===== src/rtl/macro_sched_pkg.sv =====
// Purpose: shared types and field positions for the macro command scheduler.
// Contents: compute command field indices, mode/len encodings, FSM states,
//           and the FIFO entry layout plus the load/store hazard check.
package macro_sched_pkg;

  localparam int ADDR_W  = 6;
  localparam int ROW_NUM = 16;
  localparam int CMD_W   = 25;

  // Compute command layout: {spec, mode[2:0], len[2:0], rs1, rs2, rd}
  localparam int SPEC_BIT = 24;
  localparam int MODE_HI  = 23;
  localparam int MODE_LO  = 21;
  localparam int LEN_HI   = 20;
  localparam int LEN_LO   = 18;
  localparam int RS1_HI   = 17;
  localparam int RS1_LO   = 12;
  localparam int RS2_HI   = 11;
  localparam int RS2_LO   = 6;
  localparam int RD_HI    = 5;
  localparam int RD_LO    = 0;

  typedef enum logic [2:0] {
    MODE_AND = 3'b010,
    MODE_MUL = 3'b111
  } mode_e;

  typedef enum logic [2:0] {
    LEN_INT8 = 3'b010
  } len_e;

  typedef enum logic [1:0] {
    IDLE,
    ISSUE,
    BUSY
  } fsm_e;

  typedef struct packed {
    logic                is_comp;
    logic [CMD_W-1:0]    cmd;
    logic [ROW_NUM-1:0]  wdata;
  } entry_t;

  // Stores conflict with any row the compute reads or writes (WAR/WAW);
  // loads only conflict with the row the compute writes (RAW).
  function automatic logic ldst_hazard(input logic [CMD_W-1:0] comp_cmd,
                                       input logic [ADDR_W:0]  ldst_cmd);
    logic [ADDR_W-1:0] addr;
    logic              wr;
    addr = ldst_cmd[ADDR_W-1:0];
    wr   = ldst_cmd[ADDR_W];
    if (wr) begin
      return (addr == comp_cmd[RS1_HI:RS1_LO]) ||
             (addr == comp_cmd[RS2_HI:RS2_LO]) ||
             (addr == comp_cmd[RD_HI:RD_LO]);
    end
    return addr == comp_cmd[RD_HI:RD_LO];
  endfunction

endpackage


===== src/rtl/macro_sched_fifo.sv =====
// Purpose: synchronous FIFO of scheduler entries with full/empty flags.
// Ports: push_i/entry_i write side, pop_i/head_o read side (head valid when !empty_o).
// Latency: entry visible at head the cycle after its push edge; push when full is dropped.
module macro_sched_fifo #(
  parameter int DEPTH = 4
) (
  input  logic                    clk,
  input  logic                    rst_n,
  input  logic                    push_i,
  input  macro_sched_pkg::entry_t entry_i,
  input  logic                    pop_i,
  output macro_sched_pkg::entry_t head_o,
  output logic                    full_o,
  output logic                    empty_o
);
  import macro_sched_pkg::*;

  localparam int PTR_W = $clog2(DEPTH);
  localparam int CNT_W = PTR_W + 1;

  entry_t             mem_q [DEPTH];
  logic [PTR_W-1:0]   wr_ptr_q;
  logic [PTR_W-1:0]   rd_ptr_q;
  logic [CNT_W-1:0]   cnt_q;
  logic [CNT_W-1:0]   cnt_d;
  logic               do_push;
  logic               do_pop;

  assign full_o  = (cnt_q == CNT_W'(DEPTH));
  assign empty_o = (cnt_q == '0);
  assign do_push = push_i && !full_o;
  assign do_pop  = pop_i && !empty_o;
  assign head_o  = mem_q[rd_ptr_q];

  always_comb begin
    cnt_d = cnt_q;
    case ({do_push, do_pop})
      2'b10:   cnt_d = cnt_q + CNT_W'(1);
      2'b01:   cnt_d = cnt_q - CNT_W'(1);
      default: cnt_d = cnt_q;
    endcase
  end

  // DEPTH is a power of two, so pointers wrap naturally.
  always_ff @(posedge clk or negedge rst_n) begin
    if (!rst_n) begin
      wr_ptr_q <= '0;
      rd_ptr_q <= '0;
      cnt_q    <= '0;
    end else begin
      if (do_push) wr_ptr_q <= wr_ptr_q + PTR_W'(1);
      if (do_pop)  rd_ptr_q <= rd_ptr_q + PTR_W'(1);
      cnt_q <= cnt_d;
    end
  end

  always_ff @(posedge clk) begin
    if (do_push) mem_q[wr_ptr_q] <= entry_i;
  end

endmodule


===== src/rtl/macro_cmd_scheduler.sv =====
// Purpose: in-order scheduler of host ExLdSt/Compute commands onto the macro,
//          letting independent load/stores overlap a running compute.
// Ports: host_* command push and read return; mac_ldst_* one-cycle strobe;
//        mac_comp_* valid/ready compute issue; hazard_stall and busy status.
module macro_cmd_scheduler #(
  parameter int DEPTH   = 4,
  parameter int ROW_NUM = 16,
  parameter int ADDR_W  = 6
) (
  input  logic               clk,
  input  logic               rst_n,
  input  logic               host_valid,
  output logic               host_ready,
  input  logic               host_is_comp,
  input  logic [24:0]        host_cmd,
  input  logic [ROW_NUM-1:0] host_wdata,
  output logic [ROW_NUM-1:0] host_rdata,
  output logic               host_rvalid,
  output logic               mac_ldst_valid,
  output logic [ADDR_W:0]    mac_ldst_cmd,
  output logic [ROW_NUM-1:0] mac_ldst_wdata,
  input  logic [ROW_NUM-1:0] mac_ldst_rdata,
  output logic               mac_comp_valid,
  input  logic               mac_comp_ready,
  output logic [24:0]        mac_comp_cmd,
  output logic               hazard_stall,
  output logic               busy
);
  import macro_sched_pkg::*;

  entry_t             push_entry;
  entry_t             head;
  logic               fifo_full;
  logic               fifo_empty;
  logic               head_vld;
  logic               inflight;
  logic               hazard;
  logic               issue_comp;
  logic               issue_ldst;
  logic               pop;

  fsm_e               state_q;
  logic               comp_vld_q;
  logic [24:0]        comp_cmd_q;
  logic               ready_q;

  logic               ldst_vld_q,   ldst_vld_d;
  logic [ADDR_W:0]    ldst_cmd_q,   ldst_cmd_d;
  logic [ROW_NUM-1:0] ldst_wdata_q, ldst_wdata_d;
  logic               rvalid_q,     rvalid_d;
  logic [ROW_NUM-1:0] rdata_q,      rdata_d;

  assign push_entry = '{is_comp: host_is_comp, cmd: host_cmd, wdata: host_wdata};

  macro_sched_fifo #(.DEPTH(DEPTH)) u_fifo (
    .clk     (clk),
    .rst_n   (rst_n),
    .push_i  (host_valid),
    .entry_i (push_entry),
    .pop_i   (pop),
    .head_o  (head),
    .full_o  (fifo_full),
    .empty_o (fifo_empty)
  );

  // Issue decisions look only at the head; order is strict, so a blocked
  // head blocks everything behind it.
  assign head_vld     = !fifo_empty;
  assign inflight     = (state_q != IDLE);
  assign hazard       = inflight && ldst_hazard(comp_cmd_q, head.cmd[ADDR_W:0]);
  assign issue_comp   = head_vld && head.is_comp && (state_q == IDLE);
  assign issue_ldst   = head_vld && !head.is_comp && !hazard;
  assign pop          = issue_comp || issue_ldst;
  assign hazard_stall = head_vld && !head.is_comp && hazard;

  assign host_ready = !fifo_full;
  assign busy       = head_vld || inflight;

  // Completion is the first cycle ready is seen high again after the macro
  // dropped it following the accept.
  always_ff @(posedge clk or negedge rst_n) begin
    if (!rst_n) begin
      state_q    <= IDLE;
      comp_vld_q <= 1'b0;
      comp_cmd_q <= '0;
      ready_q    <= 1'b0;
    end else begin
      ready_q <= mac_comp_ready;
      case (state_q)
        IDLE: begin
          if (issue_comp) begin
            state_q    <= ISSUE;
            comp_vld_q <= 1'b1;
            comp_cmd_q <= head.cmd;
          end
        end
        ISSUE: begin
          if (mac_comp_ready) begin
            state_q    <= BUSY;
            comp_vld_q <= 1'b0;
          end
        end
        BUSY: begin
          if (mac_comp_ready && !ready_q) state_q <= IDLE;
        end
        default: begin
          state_q    <= IDLE;
          comp_vld_q <= 1'b0;
        end
      endcase
    end
  end

  always_comb begin
    ldst_vld_d   = issue_ldst;
    ldst_cmd_d   = ldst_cmd_q;
    ldst_wdata_d = ldst_wdata_q;
    if (issue_ldst) begin
      ldst_cmd_d   = head.cmd[ADDR_W:0];
      ldst_wdata_d = head.wdata;
    end
    // Read data is captured at the edge that ends a load strobe.
    rvalid_d = ldst_vld_q && !ldst_cmd_q[ADDR_W];
    rdata_d  = rvalid_d ? mac_ldst_rdata : rdata_q;
  end

  always_ff @(posedge clk or negedge rst_n) begin
    if (!rst_n) begin
      ldst_vld_q   <= 1'b0;
      ldst_cmd_q   <= '0;
      ldst_wdata_q <= '0;
      rvalid_q     <= 1'b0;
      rdata_q      <= '0;
    end else begin
      ldst_vld_q   <= ldst_vld_d;
      ldst_cmd_q   <= ldst_cmd_d;
      ldst_wdata_q <= ldst_wdata_d;
      rvalid_q     <= rvalid_d;
      rdata_q      <= rdata_d;
    end
  end

  assign mac_ldst_valid = ldst_vld_q;
  assign mac_ldst_cmd   = ldst_cmd_q;
  assign mac_ldst_wdata = ldst_wdata_q;
  assign mac_comp_valid = comp_vld_q;
  assign mac_comp_cmd   = comp_cmd_q;
  assign host_rvalid    = rvalid_q;
  assign host_rdata     = rdata_q;

endmodule

===== config.mk =====
export PLATFORM = sky130hd
export DESIGN_NAME = macro_cmd_scheduler
export DESIGN_NICKNAME = d
export VERILOG_FILES = /design/src/rtl/macro_sched_pkg.sv /design/src/rtl/macro_sched_fifo.sv /design/src/rtl/macro_cmd_scheduler.sv
export SDC_FILE = /design/constraint.sdc
export NUM_CORES = 1
export LEC_CHECK = 0
export CELL_PAD_IN_SITES_DETAIL_PLACEMENT = 1
export CELL_PAD_IN_SITES_GLOBAL_PLACEMENT = 1
export CORE_MARGIN = 4
export CORE_UTILIZATION = 25
export CTS_CLUSTER_DIAMETER = 80
export DETAILED_ROUTE_END_ITERATION = 6
export GPL_TIMING_DRIVEN = 0
export PLACE_DENSITY_LB_ADDON = 0.1
export SYNTH_ARGS = -nofsm -noshare
export SYNTH_HDL_FRONTEND = slang
export SYNTH_SLANG_ARGS = --single-unit

===== constraint.sdc =====
create_clock -name clk -period 7.6 [get_ports clk]
set_input_delay 1.52 -clock clk [delete_from_list [all_inputs] [get_ports clk]]
set_output_delay 1.52 -clock clk [all_outputs]
set_load 0.03 [all_outputs]

==> impl_metrics.tcl, run 1 <==
set metrics [dict create \
    yosysSeqAreaShare_pct 68.1 \
    clock_skew_ps 20.9 \
    cts_tree "built" \
    synth_top_cell_by_area "edfxtp_1" \
    dpl-instance-area_um2 12200 \
    post-route-util_pct 33.0 \
    grt_overflow_total 0 \
    htreeDepth 1 \
    hold_path_end "host_rdata[15]" \
    synthFlopType "edfxtp_1" \
    track_usage_pct 13.6 \
    path_delay_family "buffers and inverters" \
    critPathArrivalTime_ps 4010 \
    cts.sinks 245 \
    clk_latency_ps 580 \
    grt_util_met1_pct 16.7 \
    synthTopCellsByArea "edfxtp_1 49%, dfrtp_1 19%, mux4_2 9.0%" \
    antenna_found_initial 2 \
    slowest_delay_ps 720 \
    ys_ff_latch 245 \
    r2r-start "u_fifo.rd_ptr_q[1]" \
    cp_slowest_cell "clkdlybuf4s50_1" \
    met2_usage_pct 23.9 \
    die_w_um 210 \
    min-delay-start "host_rdata[15]" \
    reg2regPathDepth 12 \
    initial_core_util_pct 25.5 \
    dr_total_vias 6381 \
    core_um2 40100 \
    first_pass_iters 4 \
    timing.rr.end "u_fifo.cnt_q[2]" \
    avgSynthCellArea_um2 15.7 \
    hold_viol 0 \
    grt_pass1_wl_mm 46.1 \
    peakVddDrop_mv 0.170 \
    cts_hold_buf 0 \
    pre_cts_slack_ps 2640 \
    vias_per_cell 4.67 \
    worst_slew_pin_slew_ps 931 \
    synth_fp_nets 720 \
    async_flop_share_pct 31.4 \
    cp_common_cell "buf_2" \
    routed_wl_mm 30.6 \
    cp.depth 8 \
    outcome "finished, final reports clean" \
    grt_pass1_vias 7347 \
    dp.cells 1309 \
    die_area_um2 44200 \
    cts_resized 0 \
    grt_max_degree 45 \
    synth_edf_count 168 \
    syn_area_um2 10200 \
    clockBufferDepth 3 \
    drt_iter0_markers 310 \
    worstSetupEndpointType "output port" \
    multi_input_area_um2 3030 \
    hpwlAfterDp_mm 20.1 \
    required_ps 6080 \
    port_buffers 131 \
    root_buffer "clkbuf_16" \
    met3_usage_pct 3.75 \
    critPathMaxFanout 10 \
    relSlewSlack_pct 37.9 \
    path_class "flop to output port" \
    min_delay_path_depth 1 \
    stdcell_area_um2 13200 \
    clkTransAtPathRegs_ps 60 \
    rsz0062_at_grt "no" \
    fin_nets 884 \
    stdcell_count 1365 \
    period_share_pct 72.8 \
    slew_violations 0 \
    cts_setup_buffers 0 \
    cts_buffers 30 \
    reg2reg_slack_ps 3820 \
    maxCapViolations 0 \
    crit_chain "buf_2 > buf_2 > mux4_2 > nor2_1 > clkbuf_1 > buf_1 > and2_1 > clkdlybuf4s50_1" \
    top_usage_layer "met2" \
    min_path_type "flop to flop" \
    layout_min_cycle_time_ps 5530 \
    gp_routability_congestion 0.742 \
    cp-start-kind "flop" \
    ys_types 39 \
    mostFrequentLayoutCell "edfxtp_1" \
    path_buf_inv 5 \
    drt.antenna.violating_nets 0 \
    p_leak_nw 4.69 \
    ys_warn_count 0 \
    nFillCells 4127 \
    final_cell_mix "168 x edfxtp_1, 130 x clkdlybuf4s50_1, 77 x dfrtp_1" \
    diodes 0 \
    synthCells 652 \
    regArea_um2 6970 \
    fin_tns_setup_ps 0 \
    power_density_nw_per_um2 480 \
    area_growth_pct 29.4 \
    fmax_mhz 181 \
    netlist.area_leader.share_pct 49.3 \
    setup_viol 0 \
    drc 0 \
    num_rows 73 \
    detail_route.wl_per_cell_um 22.4 \
    dieHeight_um 210 \
    setup_slack_ps 2070 \
    ios 132 \
    drive_above_1_share_pct 18.7 \
]
## synthesized netlist by cell type (2+ instances only)
| cell type | instances |
|---|---|
| edfxtp_1 | 168 |
| dfrtp_1 | 77 |
| nand2_1 | 76 |
| nand3_1 | 48 |
| mux2_2 | 41 |
| mux4_2 | 41 |
| a31oi_1 | 24 |
| o211ai_1 | 23 |
| or4_1 | 23 |
| clkbuf_1 | 20 |
| buf_2 | 14 |
| xnor2_1 | 14 |
| nor2_1 | 12 |
| xor2_1 | 8 |
| inv_1 | 7 |
| buf_1 | 6 |
| o21ai_0 | 6 |
| ha_1 | 5 |
| and2_1 | 4 |
| and3_1 | 4 |
| buf_6 | 4 |
| nand4_1 | 4 |
| and4_1 | 3 |
| nor3_1 | 3 |
| and4_4 | 2 |
| or2_2 | 2 |
## cells by family after synthesis
family / count (synthesis) / synth area share, %
AO/OA/AOI/OAI: 58 / 3.80
XOR/XNOR: 22 / 1.88
adder cells (fa/ha/maj): 6 / 0.807
buffers and inverters: 52 / 2.41
flip-flops: 245 / 68.1
multiplexers: 84 / 13.9
AND/OR/NAND/NOR: 185 / 9.06
## stage by stage
stage / power, mW / hold slack, ps
after floorplan: 3.87 / 479
after global placement: 4.92 / 495
after detailed placement: 5.02 / 499
after CTS: 6.48 / 513
after global routing: 6.76 / 532
final: 6.35 / 508
## power by group
| part | internal (mW) | leakage (nW) | switching, mW |
|---|---|---|---|
| Clock | 0.852 | 0.476 | 0.568 |
| Combinational | 1.15 | 1.77 | 1.67 |
| Sequential | 1.86 | 2.44 | 0.252 |
## layout make-up
cell class                 instances  share of cell area, %
sequential                       245                   52.7
multi-input combinational        355                   22.9
clock buffer                      41                   6.13
timing repair buffer             132                   10.1
clock inverter                    15                   1.39
buffer                            45                   1.66
inverter                           7                  0.198
tap                              525                   4.96
## registers in the layout, summed over array words and instances, names as in the netlist, 2 cells and up
name / flops
u_fifo.mem_q: 168
mac_comp_cmd: 25
host_rdata: 16
mac_ldst_wdata: 16
mac_ldst_cmd: 7
u_fifo.cnt_q: 3
state_q: 2
u_fifo.rd_ptr_q: 2
u_fifo.wr_ptr_q: 2
## per-layer routing
layer	share of wire [%]	wire length, µm
met4	2.6	787
met3	7.1	2180
met2	50	15300
met1	40	12300
met5	0.072	22
## worst max-delay path by stage
stage                             startpoint          endpoint  slack, ps
after floorplan           u_fifo.rd_ptr_q[0]      hazard_stall       3890
after global placement                 rst_n  mac_comp_cmd[24]       1520
after detailed placement  u_fifo.rd_ptr_q[1]      hazard_stall       2640
after CTS                 u_fifo.rd_ptr_q[1]      hazard_stall       1990
after global routing      u_fifo.rd_ptr_q[1]      hazard_stall       1910
final                     u_fifo.rd_ptr_q[1]      hazard_stall       2070
No activity file was read; power rests on OpenSTA's default activity.
==> inputs of run 2 (changes only) <==
==> constraint.sdc (replaced) <==
create_clock -name clk -period 5.1 [get_ports clk]
set_input_delay 1.02 -clock clk [delete_from_list [all_inputs] [get_ports clk]]
set_output_delay 1.02 -clock clk [all_outputs]
set_load 0.03 [all_outputs]
==> run 2 against run 1 <==
Compared with the run above:
- first-iteration DRC count stayed put
- clock-buffer cell count is the same
- register-to-register slack got worse by 2500 ps
- combinational power increased by 49%
- wire length barely moved
- critical path depth unchanged
- worst setup slack worse by 1700 ps
- critical endpoint unchanged
- largest power group unchanged
==> impl_metrics.tcl, run 2 (synthesized netlist as in run 1, its figures left out) <==
set metrics [dict create \
    port_buffers 131 \
    power_density_nw_per_um2 715 \
    cts_buffers 30 \
    path_class "flop to output port" \
    diodes 0 \
    min_path_type "input port to asynchronous set/reset pin" \
    worst_slew_pin_slew_ps 933 \
    die_area_um2 44200 \
    clockBufferDepth 3 \
    crit_chain "buf_2 > buf_2 > mux4_2 > nor2_1 > clkbuf_1 > buf_2 > and2_1 > clkdlybuf4s50_1" \
    required_ps 4080 \
    grt_pass1_vias 7347 \
    fmax_mhz 209 \
    grt_pass1_wl_mm 46.1 \
    critPathArrivalTime_ps 3760 \
    layout_min_cycle_time_ps 4780 \
    rsz0062_at_grt "no" \
    setup_viol 0 \
    cp_common_cell "buf_2" \
    cp_slowest_cell "clkdlybuf4s50_1" \
    grt_max_degree 45 \
    drt.antenna.violating_nets 0 \
    routed_wl_mm 30.6 \
    die_w_um 210 \
    cts.sinks 245 \
    dpl-instance-area_um2 12200 \
    htreeDepth 1 \
    num_rows 73 \
    mostFrequentLayoutCell "edfxtp_1" \
    cts_hold_buf 0 \
    area_growth_pct 29.4 \
    whs_ps 420 \
    core_um2 40100 \
    slew_violations 0 \
    clock_skew_ps 20.9 \
    drc 0 \
    cp-start-kind "flop" \
    gp_routability_congestion 0.742 \
    dr_total_vias 6381 \
    maxCapViolations 0 \
    largest_reg_flops 168 \
    clkTransAtPathRegs_ps 70 \
    initial_core_util_pct 25.5 \
    peakVddDrop_mv 0.253 \
    antenna_found_initial 2 \
    drive_above_1_share_pct 18.8 \
    stdcell_area_um2 13200 \
    final_cell_mix "168 x edfxtp_1, 130 x clkdlybuf4s50_1, 77 x dfrtp_1" \
    cts_tree "built" \
    top_register "u_fifo.mem_q" \
    detail_route.wl_per_cell_um 22.4 \
    critPathMaxFanout 10 \
    dieHeight_um 210 \
    post-route-util_pct 33.0 \
    clk_latency_ps 580 \
    fin_nets 884 \
    hpwlAfterDp_mm 20.1 \
    grt_overflow_total 0 \
    nFillCells 4127 \
    slowest_delay_ps 710 \
    relSlewSlack_pct 37.8 \
    path_buf_inv 5 \
    ios 132 \
    worstSetupEndpointType "output port" \
    drt_iter0_markers 310 \
    root_buffer "clkbuf_16" \
    outcome "finished, final reports clean" \
    period_share_pct 93.7 \
    p_leak_nw 4.69 \
    path_delay_family "buffers and inverters" \
    vias_per_cell 4.67 \
    fin_tns_setup_ps 0 \
    hold_viol 0 \
    track_usage_pct 13.6 \
    first_pass_iters 4 \
]
run 2: cell count changes in the layout (fill, tap and decap cells not counted):
cell | before | now
buf_2 | 14 | 15
buf_1 | 6 | 5
run 2: where the power goes:
part / leakage, nW / internal [mW] / switching, mW / total (mW)
combinational: 1.77 / 1.72 / 2.49 / 4.21
sequential: 2.44 / 2.77 / 0.375 / 3.15
clock: 0.476 / 1.27 / 0.847 / 2.12
run 2: through the flow:
step                      std cells  setup slack, ps  power [mW]
after global routing           1365              151        10.1
after floorplan                 652             1890        5.77
final                          1365              322        9.47
after global placement         1308             -478        7.33
after detailed placement       1309              637        7.48
after CTS                      1365              229        9.66
run 2: repair_timing:
| item | CTS | global route |
|---|---|---|
| gates resized for setup | 1 | 0 |
| buffers inserted | 0 | 0 |
| endpoints found under the setup margin | 1 | 0 |
run 2: worst paths after layout:
check	endpoint	cells after the start	slack, ps	startpoint
max in group asynchronous	mac_comp_cmd[5]	2	4050	rst_n
worst min register to register	host_rdata[15]	1	510	host_rdata[15]
worst max register to register	u_fifo.cnt_q[2]	12	1320	u_fifo.rd_ptr_q[1]
min in group clk	host_rdata[15]	1	510	host_rdata[15]
worst min-delay path	mac_ldst_wdata[1]	1	420	rst_n
worst max-delay path	hazard_stall	8	320	u_fifo.rd_ptr_q[1]
run 2: per-layer routing:
metal	vias to the layer above	track usage, %	wire length, µm
li1	2847	-	-
met1	3300	16.7	12300
met2	178	23.9	15300
met3	52	3.75	2180
met4	4	3.67	787
met5	-	0	22
run 2: worst register-to-register path, cell delays in order (launching register included):
cell      delay (ps)
dfrtp_1          330
buf_2            230
buf_2            360
mux4_2           440
nand3_1          510
clkbuf_1         640
o21ai_0          210
ha_1             280
inv_1             90
fa_1             190
xor2_1           140
nor2_1            70
xor2_1           140
run 2: final cells by class:
cell class	count	area, µm²	share of cell area [%]
plain buffers	45	221	1.67
clock buffers	41	812	6.13
clock inverters	15	184	1.39
inverters	7	26.3	0.198
multi-input cells	355	3030	22.9
flip-flops and latches	245	6970	52.7
well taps	525	657	4.96
repair buffers	132	1340	10.1
==> inputs of run 3 (changes only) <==
--- a/config.mk
+++ b/config.mk
@@ -9,7 +9,7 @@
 export CELL_PAD_IN_SITES_GLOBAL_PLACEMENT = 1
 export CORE_MARGIN = 4
 export CORE_UTILIZATION = 25
-export CTS_CLUSTER_DIAMETER = 80
+export CTS_CLUSTER_DIAMETER = 100
 export DETAILED_ROUTE_END_ITERATION = 6
 export GPL_TIMING_DRIVEN = 0
 export PLACE_DENSITY_LB_ADDON = 0.1
==> results of run 3 <==
Final layout, timing and power as in run 2 (identical DEF).
